File: config.mk
export PLATFORM = sky130hd
export DESIGN_NAME = mips_multicycle_control
export DESIGN_NICKNAME = d
export VERILOG_FILES = /design/src/rtl/mips_multicycle_control.sv
export SDC_FILE = /design/constraint.sdc
export NUM_CORES = 1
export LEC_CHECK = 0
export BUFFER_PORTS_ARGS = -buffer_cell sky130_fd_sc_hd__buf_2
export CAP_MARGIN = 25
export CORE_ASPECT_RATIO = 0.5
export CORE_MARGIN = 2
export CORE_UTILIZATION = 50
export CTS_CLUSTER_DIAMETER = 200
export DETAILED_ROUTE_END_ITERATION = 8
export PLACE_DENSITY = 0.79
export SLEW_MARGIN = 20
export SYNTH_ARGS = -nofsm -noshare
export SYNTH_HDL_FRONTEND = slang
export SYNTH_SLANG_ARGS = --single-unit
File: constraint.sdc
create_clock -name clk -period 2.85 [get_ports clk]
set_input_delay 0.7125 -clock clk [delete_from_list [all_inputs] [get_ports clk]]
set_output_delay 0.7125 -clock clk [all_outputs]
set_load 0.05 [all_outputs]
File: src/rtl/mips_multicycle_control.sv
// mips_multicycle_control: Moore main controller sequencing the multicycle MIPS datapath.
// Define ILLEGAL_OP_TRAP_EN to lock into TRAP on an illegal opcode; otherwise it retires as a NOP.
module mips_multicycle_control (
    input  logic        clk,
    input  logic        reset,
    input  logic [5:0]  opcode,
    input  logic        zero,
    input  logic        mem_ready,
    output logic        pc_write,
    output logic        pc_write_cond,
    output logic        i_or_d,
    output logic        mem_read,
    output logic        mem_write,
    output logic        ir_write,
    output logic        mem_to_reg,
    output logic        reg_dst,
    output logic        reg_write,
    output logic        alu_src_a,
    output logic [1:0]  alu_src_b,
    output logic [1:0]  alu_op,
    output logic [1:0]  pc_source,
    output logic        ext_sign,
    output logic        illegal,
    output logic [3:0]  state,
    output logic [31:0] instr_count
);
    typedef enum logic [3:0] {
        FETCH = 4'd0, DECODE = 4'd1, MEM_ADDR = 4'd2, MEM_RD = 4'd3, MEM_WB = 4'd4,
        MEM_WR = 4'd5, R_EXEC = 4'd6, R_WB = 4'd7, BRANCH = 4'd8, JUMP = 4'd9,
        I_EXEC = 4'd10, I_WB = 4'd11, TRAP = 4'd12
    } state_t;
    localparam logic [5:0] OP_R = 6'b000000, OP_LW = 6'b100011, OP_SW = 6'b101011;
    localparam logic [5:0] OP_BEQ = 6'b000100, OP_J = 6'b000010, OP_ADDI = 6'b001000;
    localparam logic [5:0] OP_SLTI = 6'b001010, OP_ANDI = 6'b001100, OP_ORI = 6'b001101;
`ifdef ILLEGAL_OP_TRAP_EN
    localparam state_t ILL_NEXT = TRAP;
`else
    localparam state_t ILL_NEXT = FETCH;
`endif
    state_t state_q, state_d;
    logic [31:0] count_q;
    logic legal, unused_zero;
    assign unused_zero = zero;
    assign legal = opcode inside {OP_R, OP_LW, OP_SW, OP_BEQ, OP_J, OP_ADDI, OP_SLTI, OP_ANDI, OP_ORI};
    assign state = state_q;
    assign instr_count = count_q;
    always_comb begin
        state_d = state_q;
        case (state_q)
            FETCH:    state_d = mem_ready ? DECODE : FETCH;
            DECODE: begin
                case (opcode)
                    OP_LW, OP_SW:                     state_d = MEM_ADDR;
                    OP_R:                             state_d = R_EXEC;
                    OP_BEQ:                           state_d = BRANCH;
                    OP_J:                             state_d = JUMP;
                    OP_ADDI, OP_SLTI, OP_ANDI, OP_ORI: state_d = I_EXEC;
                    default:                          state_d = ILL_NEXT;
                endcase
            end
            MEM_ADDR: state_d = opcode == OP_SW ? MEM_WR : MEM_RD;
            MEM_RD:   state_d = mem_ready ? MEM_WB : MEM_RD;
            MEM_WR:   state_d = mem_ready ? FETCH : MEM_WR;
            R_EXEC:   state_d = R_WB;
            I_EXEC:   state_d = I_WB;
            TRAP:     state_d = ILL_NEXT;
            default:  state_d = FETCH;
        endcase
    end
    always_ff @(posedge clk) begin
        if (reset) begin
            state_q <= FETCH;
            count_q <= '0;
        end else begin
            state_q <= state_d;
            count_q <= count_q + {31'd0, state_q == FETCH && mem_ready};
        end
    end
    // Reset masks every strobe so an aborted instruction can never write.
    always_comb begin
        pc_write      = 1'b0;
        pc_write_cond = 1'b0;
        i_or_d        = 1'b0;
        mem_read      = 1'b0;
        mem_write     = 1'b0;
        ir_write      = 1'b0;
        mem_to_reg    = 1'b0;
        reg_dst       = 1'b0;
        reg_write     = 1'b0;
        alu_src_a     = 1'b0;
        alu_src_b     = 2'd0;
        alu_op        = 2'd0;
        pc_source     = 2'd0;
        if (!reset) begin
            case (state_q)
                FETCH: begin
                    mem_read  = 1'b1;
                    alu_src_b = 2'd1;
                    ir_write  = mem_ready;
                    pc_write  = mem_ready;
                end
                DECODE:   alu_src_b = 2'd3;
                MEM_ADDR: begin
                    alu_src_a = 1'b1;
                    alu_src_b = 2'd2;
                end
                MEM_RD: begin
                    mem_read = 1'b1;
                    i_or_d   = 1'b1;
                end
                MEM_WR: begin
                    mem_write = 1'b1;
                    i_or_d    = 1'b1;
                end
                MEM_WB: begin
                    reg_write  = 1'b1;
                    mem_to_reg = 1'b1;
                end
                R_EXEC: begin
                    alu_src_a = 1'b1;
                    alu_op    = 2'd2;
                end
                R_WB: begin
                    reg_write = 1'b1;
                    reg_dst   = 1'b1;
                end
                BRANCH: begin
                    alu_src_a     = 1'b1;
                    alu_op        = 2'd1;
                    pc_write_cond = 1'b1;
                    pc_source     = 2'd1;
                end
                JUMP: begin
                    pc_write  = 1'b1;
                    pc_source = 2'd2;
                end
                I_EXEC: begin
                    alu_src_a = 1'b1;
                    alu_src_b = 2'd2;
                    alu_op    = 2'd3;
                end
                I_WB:     reg_write = 1'b1;
                default:  ;
            endcase
        end
    end
`ifdef ILLEGAL_OP_TRAP_EN
    assign illegal = !reset && state_q == TRAP;
`else
    assign illegal = !reset && state_q == DECODE && !legal;
`endif
    assign ext_sign = !reset && !(opcode == OP_ANDI || opcode == OP_ORI);
endmodule
==> results of run 1 <==
-- power by group through the flow --
stage	combinational, mW	sequential, mW	clock (mW)
after floorplan	0.0773	0.540	0
final	0.126	0.511	0.365
after global placement	0.124	0.522	0
after detailed placement	0.126	0.523	0
after CTS	0.126	0.511	0.375
after global routing	0.138	0.511	0.397
-- state kept, by name, indices dropped and copies added, names as in the netlist --
name,cells
instr_count,32
state,4
-- cells by family (layout without fill, tap and decap cells) --
logic type               Yosys count  in the layout  synth area share [%]
AND/OR/NAND/NOR                  131            131                 34.73
buffers and inverters             20             84                 4.372
XOR/XNOR                          25             25                 11.09
multiplexers                       2              2                 1.014
flip-flops                        36             36                 36.50
adder cells (fa/ha/maj)            2              2                 1.267
AO/OA/AOI/OAI                     35             35                 11.03
-- layout make-up --
cell class,instances,area share [%]
multi-input combinational,195,48.84
sequential,36,29.00
timing repair buffer,70,14.90
clock buffer,8,3.625
tap,54,2.719
inverter,6,0.9063
-- worst max-delay path: cells and delay by family, from the launching register on --
kind | cells | cell delay, ps
and+or+nand+nor | 1 | 460
AOI/OAI and AO/OA | 1 | 160
buffers and inverters | 3 | 580
DFF | 1 | 330
-- metal layers --
| metal | track usage (%) | vias to the layer above | wire (microns) |
|---|---|---|---|
| li1 | - | 1007 | - |
| met1 | 26.82 | 947 | 2092 |
| met2 | 37.44 | 48 | 2176 |
| met3 | 5.296 | 4 | 221 |
| met4 | 6.863 | 0 | 41 |
| met5 | 0 | - | 0 |
-- through the flow --
step                      util [%]  cell area (sq um)  power (mW)
after global placement       62.30               2395      0.6465
after floorplan                  -               2021      0.6173
after global routing         64.65               2485       1.046
final                        64.65               2485       1.002
after CTS                    64.65               2485       1.012
after detailed placement     62.30               2395      0.6482
-- how the worst max path moves through the flow --
stage	startpoint	end	slack, ps	cells after the start
after floorplan	state[1]	alu_src_a	-170	3
after global placement	mem_ready	instr_count[16]	320	11
after detailed placement	mem_ready	instr_count[16]	290	11
after CTS	state[3]	pc_write	330	5
after global routing	state[3]	instr_count[16]	180	11
final	state[3]	pc_write	330	5
-- placed cells by master, fill, tap and decap left out, types with 6 or more instances in the layout --
cell type and instances:
xor2_1 14, or3_1 7, o21ai_0 6, nor2b_1 6, nand3_1 11, clkbuf_8 6, xnor2_1 11, nor2_1 47
a21oi_1 14, buf_4 8, dfxtp_1 36, nor3_1 6, buf_2 62, nand2_1 15, inv_1 6, nand4_1 12
==> metrics.yaml, run 1 <==
outcome:
  status: "finished, final reports clean"
critical_path:
  worstSetupPathType: "flip-flop to output pin"
  end_kind: "output pin"
  crit_path_start_kind: "flip-flop"
  r2r-start: "state[3]"
  max_stage_delay_ps: 460
  r2r_slack_ps: 520
  ff2ff_path_depth: 11
  crit_path_top_delay_cell: "or3_1"
  required_ps: 2140
  crit_path_max_fanout: 14
  crit_chain: "buf_4 > inv_1 > or3_1 > o22ai_1 > buf_2"
  cp.arrival_ps: 1810
  rr_endpoint: "instr_count[16]"
synth:
  syn_inst: 251
  yosysTopAreaCell: "dfxtp_1"
  synth_top_cells_by_count: "nor2_1 (48), dfxtp_1 (36), nand2_1 (15)"
  yosysUniqueCellTypes: 44
  synth_most_common_cell: "nor2_1"
  synth.cell_area_sq_mm: 0.001974
  synth_top_area_share_pct: 36.50
  seq_area_frac_synth_pct: 36.50
  yosysWarningCount: 0
  yosys-top-cells-area: "dfxtp_1 (37%), nor2_1 (9.1%), xor2_1 (6.2%)"
  synth_edf_count: 0
  synthArstFlopShare_pct: 0
  syn_area_per_cell_sq_um: 7.866
  synth_nets: 263
  ys.flop_type: "dfxtp_1"
  synth-seq-cells: 36
detailed_routing:
  vias_per_cell: 5.436
  drtIter0Drc: 103
  ant_nets: 0
  wire_per_inst_microns: 12.28
  vias: 2006
  routed_wl_microns: 4532
  drc: 0
  dr.pass1.iters: 4
clocking:
  clockBufferDepth: 2
  cts_hold_buffers: 0
  cts_max_level: 2
  root_buffer: "clkbuf_8"
  cts_tree: "built"
  post_cts_resized: 0
  clk_pin_slew_ps: 60
  post-cts-setup-buffers: 0
  clk_latency_ps: 280
  cts_buffers: 5
  cts_sinks: 36
global_routing:
  grt_max_degree: 35
  grtUsageTotal_pct: 21.64
  grt_overflow: 0
  grt_pass1_wl_microns: 8004
  grt_pass1_vias: 1803
  grt_antenna_before_repair: 0
layout:
  antennaDiodeCount: 0
  regArea_sq_um: 720.7
  drive_gt1_share_pct: 28.57
  syn_to_final_growth_pct: 25.86
  fin_cells: 369
  multi_input_area_sq_mm: 0.001214
  fin_nets: 326
  num-fill-cells: 360
sta:
  slew_viol_final: 0
  rsz0062_at_grt: "no"
  slew-limit-headroom_pct: 63.64
  final-setup-viol-count: 0
  hold_ws_ps: 495.4
  fin_skew_ps: 5.353
  period_needed_ps: 2520
  max_freq_mhz: 396.8
  fin_setup_tns_ps: 0
  period_share_pct: 88.44
  hold_viol_final: 0
  setup_ws_ps: 329.5
  tightest_slew_ps: 540.9
placement:
  dp_hpwl_microns: 3260
  io_buffers: 62
  gp_congestion: 0.8217
  dpl.cell_count: 361
  pre_cts_slack_ps: 287.4
pwr:
  switching_share_pct: 26.15
  power.share.clock_pct: 36.4
  p_sw_mw: 0.2621
  p_int_mw: 0.7402
  ir_drop_uv: 168.9
  power_frac_comb_pct: 12.6
  power.density_mw_per_mm2: 403.4
  p_leak_nw: 1.058
  seq_power_share_pct: 51.0
min_path:
  hold_end: "instr_count[29]"
  hp-class: "flip-flop to flip-flop"
  hp-start: "instr_count[29]"
  holdPathStages: 2
die:
  core_area_sq_mm: 0.003844
  die-height_microns: 48.44
  io_pins: 64
  die_area_sq_mm: 0.004498
  rows: 16
  initial_core_util_pct: 51.37
  die_x_microns: 92.87
flow_run:
  cap_viol_max_count: 0
Note: power is estimated with default switching activity, not from simulation.
==> inputs of run 2 (changes only) <==
--- a/constraint.sdc
+++ b/constraint.sdc
@@ -3,2 +3,2 @@
 set_output_delay 0.7125 -clock clk [all_outputs]
-set_load 0.05 [all_outputs]
+set_load 0.01 [all_outputs]
==> run 2 against run 1 <==
Effect of this change: setup slack gained 75 ps; critical path type is now flip-flop to flip-flop; combinational power shrank 28%; critical path depth grew 6; power grew 4.3%; via count is essentially flat; largest power group unchanged; final cell count grew 0.27%; sequential power is essentially flat.
==> metrics.yaml, run 2 (same netlist as run 1, synthesis figures left out) <==
sta:
  period_needed_ps: 2445
  slew-limit-headroom_pct: 67.14
  fin_skew_ps: 7.051
  slew_viol_final: 0
  rsz0062_at_grt: "no"
  hold_ws_ps: 497.8
  period_share_pct: 85.81
  max_freq_mhz: 408.9
  tightest_slew_ps: 488.8
  fin_setup_tns_ps: 0
  hold_viol_final: 0
  final-setup-viol-count: 0
die:
  io_pins: 64
  die_x_microns: 92.87
  initial_core_util_pct: 51.37
  core_area_sq_mm: 0.003844
  rows: 16
  die_area_sq_mm: 0.004498
  die-height_microns: 48.44
pwr:
  power_frac_comb_pct: 8.6
  p_sw_mw: 0.2432
  p_leak_nw: 1.064
  power.density_mw_per_mm2: 424.5
  seq_power_share_pct: 48.8
  ir_drop_uv: 219.0
  switching_share_pct: 23.26
  power.share.clock_pct: 42.6
  p_int_mw: 0.8026
layout:
  syn_to_final_growth_pct: 24.78
  drive_gt1_share_pct: 26.58
  mostFrequentLayoutCells: "buf_2 (62), nor2_1 (48), dfxtp_1 (36)"
  largest_reg_flops: 32
  final_common_cell: "buf_2"
  fin_cells: 370
  antennaDiodeCount: 0
  fin_nets: 327
detailed_routing:
  dr.pass1.iters: 4
  wire_per_inst_microns: 12.62
  vias_per_cell: 5.416
  drc: 0
  ant_nets: 0
  routed_wl_microns: 4669
  vias: 2004
  drtIter0Drc: 83
clocking:
  cts_hold_buffers: 0
  cts_max_level: 2
  post-cts-setup-buffers: 0
  clk_pin_slew_ps: 80
  cts_sinks: 36
  post_cts_resized: 0
  clockBufferDepth: 2
  clk_latency_ps: 290
  cts_buffers: 5
  root_buffer: "clkbuf_8"
  cts_tree: "built"
min_path:
  hold_end: "instr_count[29]"
  hp-start: "instr_count[29]"
  hp-class: "flip-flop to flip-flop"
  holdPathStages: 2
critical_path:
  crit_path_start_kind: "flip-flop"
  rr_endpoint: "instr_count[16]"
  end_kind: "flip-flop"
  required_ps: 3030
  cp.arrival_ps: 2630
  r2r-start: "state[3]"
  r2r_slack_ps: 400
  crit_path_max_fanout: 6
  ff2ff_path_depth: 11
  worstSetupPathType: "flip-flop to flip-flop"
placement:
  dp_hpwl_microns: 3325
  io_buffers: 62
  dpl.cell_count: 362
  gp_congestion: 0.8870
flow_run:
  cap_viol_max_count: 0
global_routing:
  grtUsageTotal_pct: 21.44
  grt_overflow: 0
  grt_pass1_vias: 1796
  grt_max_degree: 26
  grt_antenna_before_repair: 0
  grt_pass1_wl_microns: 7845
outcome:
  status: "finished, final reports clean"
run 2: changes by cell type in the layout (fill, tap and decap cells not counted), sizes merged:
cell    change
buf         +1
bufinv      +1
clkbuf      -2
clkinv      +1
run 2: power groups by stage:
stage                     Combinational (mW)  Clock [mW]  Sequential (mW)
after floorplan                       0.0529           0            0.526
after global placement                0.0864           0            0.522
after detailed placement              0.0885           0            0.522
after CTS                             0.0901       0.449            0.511
after global routing                  0.0993       0.471            0.511
final                                 0.0901       0.445            0.510
run 2: how the worst max path moves through the flow:
stage | cells past startpoint | slack, ps | endpoint | start
after global placement | 11 | 310 | instr_count[16] | mem_ready
after detailed placement | 11 | 260 | instr_count[16] | mem_ready
final | 11 | 400 | instr_count[16] | state[3]
after global routing | 11 | 110 | instr_count[16] | state[3]
after CTS | 11 | 370 | instr_count[16] | state[3]
after floorplan | 4 | 390 | pc_source[0] | reset
run 2: worst max-delay path, stage by stage (launching register included):
cell	delay (ps)
dfxtp_1	310
nor2_1	250
nand3_1	180
inv_1	100
ha_1	190
ha_1	210
nand3_1	220
nor4_1	370
buf_4	200
nand4_1	110
xor2_1	150
nor2_1	50
run 2: cell type report:
| type | instances | area [sq um] |
|---|---|---|
| Clock buffer | 6 | 72.57 |
| Clock inverter | 2 | 35.03 |
| Fill cell | 349 | 1380 |
| Inverter | 6 | 22.52 |
| Multi-Input combinational cell | 195 | 1167 |
| Sequential cell | 36 | 720.7 |
| Tap cell | 54 | 67.56 |
| Timing Repair Buffer | 71 | 377.9 |
run 2: per-stage QoR:
step | utilization (%) | power [mW] | setup WS [ps] | instance area (sq um)
after global routing | 64.10 | 1.081 | 110.0 | 2464
after floorplan | - | 0.5786 | 387.8 | 1974
after detailed placement | 61.30 | 0.6110 | 257.1 | 2356
final | 64.10 | 1.046 | 404.5 | 2464
after CTS | 64.10 | 1.049 | 368.6 | 2464
after global placement | 61.30 | 0.6086 | 306.6 | 2356
run 2: metal layers:
metal	up-vias	track usage (%)	share of wire [%]
met4	0	3.922	0.13
li1	1011	-	-
met5	-	0	0
met2	44	38.41	51
met3	2	5.919	4.0
met1	947	26.23	45
